==> config.mk <==
export PLATFORM = sky130hd
export DESIGN_NAME = es8388_init_ctrl_flat
export DESIGN_NICKNAME = d
export VERILOG_FILES = /design/src/rtl/es8388_init_ctrl_if.sv /design/src/rtl/es8388_init_ctrl.sv /design/src/flat_wrapper.sv
export SDC_FILE = /design/constraint.sdc
export NUM_CORES = 1
export LEC_CHECK = 0
export ABC_AREA = 0
export BUFFER_PORTS_ARGS = -buffer_cell sky130_fd_sc_hd__buf_2
export CELL_PAD_IN_SITES_DETAIL_PLACEMENT = 1
export CELL_PAD_IN_SITES_GLOBAL_PLACEMENT = 2
export CORE_ASPECT_RATIO = 1.4
export CORE_MARGIN = 3
export CORE_UTILIZATION = 36
export CTS_BUF_LIST = sky130_fd_sc_hd__clkbuf_4 sky130_fd_sc_hd__clkbuf_8
export DETAILED_ROUTE_END_ITERATION = 6
export PLACE_DENSITY_LB_ADDON = 0.1
export SLEW_MARGIN = 40
export SYNTH_ARGS = -nofsm -noshare
export SYNTH_HDL_FRONTEND = slang
export SYNTH_SLANG_ARGS = --single-unit
==> constraint.sdc <==
create_clock -name clk -period 4.1 [get_ports clk]
set_input_delay 1.025 -clock clk [delete_from_list [all_inputs] [get_ports clk]]
set_output_delay 1.025 -clock clk [all_outputs]
set_load 0.03 [all_outputs]
==> src/rtl/es8388_init_ctrl_if.sv <==
// Write-engine and init-table bus for the ES8388 init sequencer.
// master = sequencer side, slave = I2C write engine / table ROM side.
interface es8388_init_ctrl_if;
  logic [7:0]  lut_addr;
  logic [15:0] lut_q;
  logic        wr_req;
  logic [7:0]  wr_dev_addr;
  logic [7:0]  wr_reg_addr;
  logic [7:0]  wr_data;
  logic        i2c_done;
  logic        i2c_ack_err;

  modport master (
    output lut_addr, wr_req, wr_dev_addr, wr_reg_addr, wr_data,
    input  lut_q, i2c_done, i2c_ack_err
  );

  modport slave (
    input  lut_addr, wr_req, wr_dev_addr, wr_reg_addr, wr_data,
    output lut_q, i2c_done, i2c_ack_err
  );
endinterface

==> src/rtl/es8388_init_ctrl.sv <==
// Walks the ES8388 init table and issues one I2C register write per entry,
// with settle delays after soft reset / power-up and bounded retries on NACK.
//
// state | meaning
// PWRUP | wait for the codec to power up after reset release
// FETCH | table address = idx, ROM word arrives next cycle
// LATCH | capture table word and device id into the write registers
// REQ   | one-cycle wr_req pulse
// WAIT  | wait for i2c_done, with timeout
// POST  | pick settle delay from the written word
// DLY   | count down the settle delay
// NEXT  | advance to the next entry or finish
// DONE  | all entries written, terminal
// ERR   | an entry failed after all retries, terminal
module es8388_init_ctrl #(
  parameter int unsigned POWERUP_DLY_CYC  = 1_000_000,
  parameter int unsigned RESET_DLY_CYC    = 5_000_000,
  parameter int unsigned LONG_DLY_CYC     = 25_000_000,
  parameter int unsigned DONE_TIMEOUT_CYC = 100_000,
  parameter int unsigned MAX_RETRY        = 3
) (
  input  logic                       clk,
  input  logic                       rst_n,
  input  logic [7:0]                 dev_id,
  input  logic [7:0]                 lut_size,
  es8388_init_ctrl_if.master         bus,
  output logic                       init_done,
  output logic                       init_err
);

  localparam logic [31:0] PWRUP_LAST   = 32'(POWERUP_DLY_CYC - 1);
  localparam logic [31:0] TIMEOUT_LAST = 32'(DONE_TIMEOUT_CYC - 1);
  localparam logic [31:0] RESET_DLY    = 32'(RESET_DLY_CYC);
  localparam logic [31:0] LONG_DLY     = 32'(LONG_DLY_CYC);
  localparam logic [7:0]  RETRY_MAX    = 8'(MAX_RETRY);

  typedef enum logic [3:0] {
    S_PWRUP, S_FETCH, S_LATCH, S_REQ, S_WAIT,
    S_POST, S_DLY, S_NEXT, S_DONE, S_ERR
  } state_t;

  state_t      state_q, state_d;
  logic [7:0]  idx_q, idx_d;
  logic [7:0]  retry_q, retry_d;
  logic [31:0] cnt_q, cnt_d;
  logic [7:0]  dev_q, dev_d;
  logic [7:0]  reg_q, reg_d;
  logic [7:0]  dat_q, dat_d;
  logic [31:0] post_dly;
  logic [7:0]  idx_inc;

  assign idx_inc = idx_q + 8'd1;

  always_comb begin
    post_dly = 32'd0;
    if ({reg_q, dat_q} == 16'h0080)      post_dly = RESET_DLY;
    else if ({reg_q, dat_q} == 16'h0200) post_dly = LONG_DLY;
  end

  always_ff @(posedge clk or negedge rst_n) begin
    if (!rst_n) begin
      state_q <= S_PWRUP;
      idx_q   <= 8'd0;
      retry_q <= 8'd0;
      cnt_q   <= 32'd0;
      dev_q   <= 8'd0;
      reg_q   <= 8'd0;
      dat_q   <= 8'd0;
    end else begin
      state_q <= state_d;
      idx_q   <= idx_d;
      retry_q <= retry_d;
      cnt_q   <= cnt_d;
      dev_q   <= dev_d;
      reg_q   <= reg_d;
      dat_q   <= dat_d;
    end
  end

  always_comb begin
    state_d = state_q;
    idx_d   = idx_q;
    retry_d = retry_q;
    cnt_d   = cnt_q;
    dev_d   = dev_q;
    reg_d   = reg_q;
    dat_d   = dat_q;
    case (state_q)
      S_PWRUP: begin
        if (cnt_q == PWRUP_LAST) begin
          cnt_d   = 32'd0;
          state_d = (lut_size == 8'd0) ? S_DONE : S_FETCH;
        end else begin
          cnt_d = cnt_q + 32'd1;
        end
      end
      S_FETCH: state_d = S_LATCH;
      S_LATCH: begin
        reg_d   = bus.lut_q[15:8];
        dat_d   = bus.lut_q[7:0];
        dev_d   = dev_id;
        state_d = S_REQ;
      end
      S_REQ: begin
        cnt_d   = 32'd0;
        state_d = S_WAIT;
      end
      S_WAIT: begin
        if (bus.i2c_done && !bus.i2c_ack_err) begin
          state_d = S_POST;
        end else if (bus.i2c_done || cnt_q == TIMEOUT_LAST) begin
          // a timeout is handled exactly like a NACK
          if (retry_q < RETRY_MAX) begin
            retry_d = retry_q + 8'd1;
            state_d = S_REQ;
          end else begin
            state_d = S_ERR;
          end
        end else begin
          cnt_d = cnt_q + 32'd1;
        end
      end
      S_POST: begin
        if (post_dly == 32'd0) begin
          state_d = S_NEXT;
        end else begin
          cnt_d   = post_dly - 32'd1;
          state_d = S_DLY;
        end
      end
      S_DLY: begin
        if (cnt_q == 32'd0) state_d = S_NEXT;
        else                cnt_d   = cnt_q - 32'd1;
      end
      S_NEXT: begin
        retry_d = 8'd0;
        idx_d   = idx_inc;
        state_d = (idx_inc == lut_size) ? S_DONE : S_FETCH;
      end
      S_DONE:  state_d = S_DONE;
      S_ERR:   state_d = S_ERR;
      default: state_d = S_PWRUP;
    endcase
  end

  // idx only moves in NEXT, so it is already stable for the ROM during FETCH
  assign bus.lut_addr    = idx_q;
  assign bus.wr_req      = (state_q == S_REQ);
  assign bus.wr_dev_addr = dev_q;
  assign bus.wr_reg_addr = reg_q;
  assign bus.wr_data     = dat_q;
  assign init_done       = (state_q == S_DONE);
  assign init_err        = (state_q == S_ERR);

endmodule

==> src/flat_wrapper.sv <==
// flat-port wrapper written by rule: the top's interface ports become plain ports
module es8388_init_ctrl_flat 
#(
  parameter int unsigned POWERUP_DLY_CYC  = 1_000_000,
  parameter int unsigned RESET_DLY_CYC    = 5_000_000,
  parameter int unsigned LONG_DLY_CYC     = 25_000_000,
  parameter int unsigned DONE_TIMEOUT_CYC = 100_000,
  parameter int unsigned MAX_RETRY        = 3
)
  (clk, rst_n, dev_id, lut_size, init_done, init_err, bus_lut_addr, bus_wr_req, bus_wr_dev_addr, bus_wr_reg_addr, bus_wr_data, bus_lut_q, bus_i2c_done, bus_i2c_ack_err);
  es8388_init_ctrl_if bus_i ();
  input  logic clk;
  input  logic rst_n;
  input  logic [7:0] dev_id;
  input  logic [7:0] lut_size;
  output logic init_done;
  output logic init_err;
  output wire logic [$bits(bus_i.lut_addr)-1:0] bus_lut_addr;
  output wire logic [$bits(bus_i.wr_req)-1:0] bus_wr_req;
  output wire logic [$bits(bus_i.wr_dev_addr)-1:0] bus_wr_dev_addr;
  output wire logic [$bits(bus_i.wr_reg_addr)-1:0] bus_wr_reg_addr;
  output wire logic [$bits(bus_i.wr_data)-1:0] bus_wr_data;
  input wire logic [$bits(bus_i.lut_q)-1:0] bus_lut_q;
  input wire logic [$bits(bus_i.i2c_done)-1:0] bus_i2c_done;
  input wire logic [$bits(bus_i.i2c_ack_err)-1:0] bus_i2c_ack_err;
  assign bus_lut_addr = bus_i.lut_addr;
  assign bus_wr_req = bus_i.wr_req;
  assign bus_wr_dev_addr = bus_i.wr_dev_addr;
  assign bus_wr_reg_addr = bus_i.wr_reg_addr;
  assign bus_wr_data = bus_i.wr_data;
  assign bus_i.lut_q = bus_lut_q;
  assign bus_i.i2c_done = bus_i2c_done;
  assign bus_i.i2c_ack_err = bus_i2c_ack_err;
  es8388_init_ctrl #(.POWERUP_DLY_CYC(POWERUP_DLY_CYC), .RESET_DLY_CYC(RESET_DLY_CYC), .LONG_DLY_CYC(LONG_DLY_CYC), .DONE_TIMEOUT_CYC(DONE_TIMEOUT_CYC), .MAX_RETRY(MAX_RETRY)) u_core (.clk(clk), .rst_n(rst_n), .dev_id(dev_id), .lut_size(lut_size), .bus(bus_i), .init_done(init_done), .init_err(init_err));
endmodule
==> results <==
- The finished cells cover 6145 um2.
- The cell area after placement is about 6000 um2.
- The count of input and output buffers is 70.
- For this run, the number of Yosys warnings is 0.
- The share of the Yosys chip area taken by registers is 0.3531.
- The relative contribution of combinational cells to total power is 0.604.
- The floorplan die area is 16490 um2.
- Traced cell by cell, the critical path runs through or4_1 -> or3_1 -> nor4_2 -> o21ai_1 -> nand2_1 -> buf_4 -> a21oi_1 -> a211o_1.
- The number of primary I/O pins is roughly 70.
- The share of the synthesized netlist area taken by xor and xnor gates is 0.04878.
- The number of library cell types mapped by synthesis is 67.
- Across the routed clock network, the largest skew measured is approximately 0.021 ns.
- Summed over all nets, the half-perimeter wirelength after detailed placement is roughly 14000 um.
- The share of synthesized area in the top cell type comes to 0.3531.
- In this run, synthesis produced a sequential element count of 76.
- The number of pins exceeding their max-slew limit in the final report is 0.
- The compound-cell area share of the yosys netlist is 0.2132.
- Broken down by cell family, the worst path's largest delay share belongs to simple AND/OR/NAND/NOR gates.
- The CTS clock-pin slew for the worst setup and hold paths is 0.10 ns.
- The combined area of all synthesized cells is around 5400 um2.
- Counting flops with a built-in enable in the synthesized netlist gives 0.
- The slowest stage of the critical path is the sky130_fd_sc_hd__or4_1 cell.
- TritonCTS built the clock tree.
- The clock drives 76 sinks.
- Setup total negative slack on the finished layout was measured at 0 ns.
- The number of antenna violations at the first check in global routing is 0.
- The total internal power is 2595 uW.
- The data required time of the critical path is roughly 4.4 ns.
- The post-route total power is 5655 uW.
- The type of the setup path with the least slack is flop to flop.
- The longest clock path from root to sink contains 2 buffers.
- The clock network power share is 0.114.
- sky130_fd_sc_hd__dfrtp_1 takes more of the synthesized area than any other cell.
- Of the total power, registers draw 0.283.
- The mean cell area of the mapped netlist is 8.161 um2.
- The worst setup path is captured at a flop.
- The hold violation count in the final report is 0.
- Of the available clock period, the critical path in the final layout requires 0.8071.
- The first-pass GRT wire length is just over 30000 um.
- Using the TritonRoute via totals, the vias-per-cell ratio works out to 6.082.
- For this run, the top clock speed supported by timing is 302.2 MHz.
- The routed length per placed instance is 21.43 um.
- The area growth from synthesis to layout is 14.08%.
- STA classifies the critical path startpoint as a flop.
- The cell count after synthesis came out at 660.
- Ranked by total cell area, the synthesized netlist is headed by sky130_fd_sc_hd__dfrtp_1 35%, sky130_fd_sc_hd__mux2_2 5.2%, sky130_fd_sc_hd__nor2_1 4.6%.
- The final layout contains 751 nets.
- Data on the critical path arrives at its endpoint at 3.56 ns.
- The static leakage power is 0.002542 uW.
- The measured slew at the worst slew-check pin is 0.8729 ns.
- The synthesized net count is 701.
- The worst-case IR drop observed on VDD is 449.2 uV.
- The fraction of the mapped netlist area in adder cells is 0.01161.
- The floorplan step set the die width to between 100 and 150 um.
- The count of buffers added by post-CTS timing repair for setup is 0.
- The die outline height is 150.7 um.
- The count of antenna diodes in the layout is 0.
- The count of nets left with antenna violations once routing finished came out at 0.
- The worst path in the final design needs a cycle of around 3.3 ns, including I/O delays and setup.
- The highest fanout seen on the critical path is 16.
- The number of hold-repair buffers added at the cts stage is 0.
- The overall routed net length is 19370 um.
- The tree is rooted in a sky130_fd_sc_hd__clkbuf_8.
- The switching component of the power is about 3100 uW.
- In this run the tightest slew margin relative to its limit is 0.4168.
- The total grt overflow is 0.
- By area, the combinational part of the netlist is dominated by simple AND/OR/NAND/NOR gates.
- Dividing total power by cell area gives a power density of between 900 and 1000 nW/um2.
- The congestion estimate from routability-driven global placement came to 0.9182.
- Of the total synthesized cell area, the portion taken by AND, OR, NAND and NOR gates is 0.2715.
- The area of the core is 14570 um2.
- The maximum number of pins on one net before global-route repair is 56.
- The starting DRC count in detailed routing is 350.
- The maximum cell stage delay along the critical path is just under 0.6 ns.
- Counting the buffers created by CTS gives 9.
- Setup repair after global routing left no endpoint under its margin.
- The insertion delay of the later-clocked pin in the worst-skew pair is ~0.38 ns.
- The detailed router placed 5498 vias in this run.
- The portion of synthesized area spent on multiplexers is 0.05226.
- Among all flip-flop cells after synthesis, the most frequent one is sky130_fd_sc_hd__dfrtp_1.
- The residual DRC count is 0.
- The via count of the first global-routing pass is 5797.
- The number of buffer and inverter instances along the worst setup path is 1.
- The max-capacitance violation count is 0.
- The switching portion of total power is 0.5412.
- The first detailed-routing pass took 5 iterations.
- The total routing usage reported by global routing is 0.2421.
- In the synthesized netlist the async set-or-reset flop fraction comes to 1.000.
- The site row count is 52.
- Setup violations remaining at the end of the flow were counted as 0.
- The tightest min-delay check is of the flop to flop type.
- The ratio of cells with drive above 1 in the final layout is 0.2014.
- For this configuration, the core starts out at a cell density of 0.3696.
- The post-cts gate resize count is 0.
- The run finished with clean final reports.
- The total number of H-tree levels is 3.
-- metal layers --
layer  wire length, um  GRT usage  vias to the layer above
met5                 0          0                        -
met4               565    0.09295                        0
met3               943    0.03947                       41
met2              9899     0.4153                      187
met1              7961     0.3012                     2734
li1                  -          -                     2536
-- sequential cells by signal, indices dropped and copies added, names as in the netlist --
register and count:
u_core.retry_q 8, u_core.bus.lut_addr 8, u_core.bus.wr_dev_addr 8, u_core.cnt_q 32, u_core.bus.wr_reg_addr 8, u_core.bus.wr_data 8
u_core.state_q 4
-- per-stage QoR --
stage               setup WS [ns]  std cells    util  hold WS [ns]
floorplan                   1.206        660       -        0.4504
global placement           0.9026        888  0.4070        0.4678
detailed placement         0.8006        888  0.4072        0.4893
CTS                        0.7775        904  0.4214        0.5069
global route               0.5281        904  0.4216        0.5344
finish                     0.7907        904  0.4216        0.5037
-- power groups by stage --
stage                     Sequential (uW)  Clock, uW  Combinational (uW)
after floorplan                      1580          0                2310
after global placement               1580          0                3310
after detailed placement             1600          0                3400
after CTS                            1590        665                3410
after global routing                 1660        697                3730
final                                1600        644                3410
-- worst reg2reg max path, stage by stage (launching register included) --
cell	delay [ns]
sky130_fd_sc_hd__dfrtp_1	0.47
sky130_fd_sc_hd__or4_1	0.58
sky130_fd_sc_hd__or3_1	0.52
sky130_fd_sc_hd__nor4_2	0.45
sky130_fd_sc_hd__o21ai_1	0.18
sky130_fd_sc_hd__nand2_1	0.41
sky130_fd_sc_hd__buf_4	0.30
sky130_fd_sc_hd__a21oi_1	0.06
sky130_fd_sc_hd__a211o_1	0.23
-- cell usage after synthesis, types with 6 or more instances --
cell type and instances:
sky130_fd_sc_hd__nand3_1 29, sky130_fd_sc_hd__a21oi_1 43, sky130_fd_sc_hd__clkbuf_1 41, sky130_fd_sc_hd__or3_1 11, sky130_fd_sc_hd__nand2_1 53, sky130_fd_sc_hd__buf_2 6
sky130_fd_sc_hd__o22ai_1 7, sky130_fd_sc_hd__xor2_1 13, sky130_fd_sc_hd__o211ai_1 7, sky130_fd_sc_hd__nor4_1 18, sky130_fd_sc_hd__o21ai_1 37, sky130_fd_sc_hd__nand4_1 14
sky130_fd_sc_hd__o21ai_0 20, sky130_fd_sc_hd__and2_1 8, sky130_fd_sc_hd__xnor2_1 17, sky130_fd_sc_hd__o31ai_1 9, sky130_fd_sc_hd__nor3_1 24, sky130_fd_sc_hd__inv_1 12
sky130_fd_sc_hd__and3_1 12, sky130_fd_sc_hd__mux2_2 25, sky130_fd_sc_hd__dfrtp_1 76, sky130_fd_sc_hd__a31oi_1 12, sky130_fd_sc_hd__nor2_1 66, sky130_fd_sc_hd__nor2b_1 11
-- cell type report --
type                            instances  area (um2)
Inverter                               12       45.04
Clock buffer                            9       123.9
Timing Repair Buffer                   91       514.2
Tap cell                              189       236.5
Sequential cell                        76        1902
Fill cell                            1779        8429
Multi-Input combinational cell        520        3241
Clock inverter                          7       82.58
-- cell families (layout without fill, tap and decap cells) --
| kind of cell | count (synthesis) | count (layout) |
|---|---|---|
| AND/OR/NAND/NOR | 278 | 278 |
| AO/OA/AOI/OAI | 182 | 182 |
| flip-flops | 76 | 76 |
| buffers and inverters | 64 | 119 |
| XOR/XNOR | 30 | 30 |
| multiplexers | 25 | 25 |
| adder cells (fa/ha/maj) | 5 | 5 |
-- final timing paths --
| check | startpoint | to | slack (ns) | cells past startpoint |
|---|---|---|---|---|
| min reg2reg | u_core.retry_q[0] | u_core.retry_q[0] | 0.50 | 1 |
| min in group asynchronous | rst_n | u_core.cnt_q[28] | 0.59 | 1 |
| max reg2reg | u_core.cnt_q[26] | u_core.cnt_q[29] | 0.79 | 8 |
| min | u_core.retry_q[0] | u_core.retry_q[0] | 0.50 | 1 |
| max | u_core.cnt_q[26] | u_core.cnt_q[29] | 0.79 | 8 |
| max in group asynchronous | rst_n | u_core.bus.lut_addr[3] | 2.80 | 2 |
-- cell usage in the layout, fill, tap and decap left out, types with 4 or more instances in the layout --
cell type and instances:
sky130_fd_sc_hd__o31ai_1 9, sky130_fd_sc_hd__xor2_1 13, sky130_fd_sc_hd__nand3_1 29, sky130_fd_sc_hd__nor4_1 18, sky130_fd_sc_hd__nand4_1 14, sky130_fd_sc_hd__inv_1 12, sky130_fd_sc_hd__nor2_1 65, sky130_fd_sc_hd__or4_1 4
sky130_fd_sc_hd__o21ai_1 37, sky130_fd_sc_hd__nor3_1 23, sky130_fd_sc_hd__nand2_1 53, sky130_fd_sc_hd__or2_2 4, sky130_fd_sc_hd__and3_1 12, sky130_fd_sc_hd__a31oi_1 12, sky130_fd_sc_hd__mux2_2 25, sky130_fd_sc_hd__o221ai_1 4
sky130_fd_sc_hd__o211ai_1 7, sky130_fd_sc_hd__and4_1 4, sky130_fd_sc_hd__buf_4 21, sky130_fd_sc_hd__o22ai_1 7, sky130_fd_sc_hd__or3_1 11, sky130_fd_sc_hd__nor2b_1 11, sky130_fd_sc_hd__clkbuf_8 9, sky130_fd_sc_hd__buf_2 69
sky130_fd_sc_hd__xnor2_1 17, sky130_fd_sc_hd__a21oi_1 43, sky130_fd_sc_hd__and2_1 8, sky130_fd_sc_hd__dfrtp_1 76, sky130_fd_sc_hd__ha_1 5, sky130_fd_sc_hd__o21ai_0 20
Note: power is estimated with default switching activity, not from simulation.
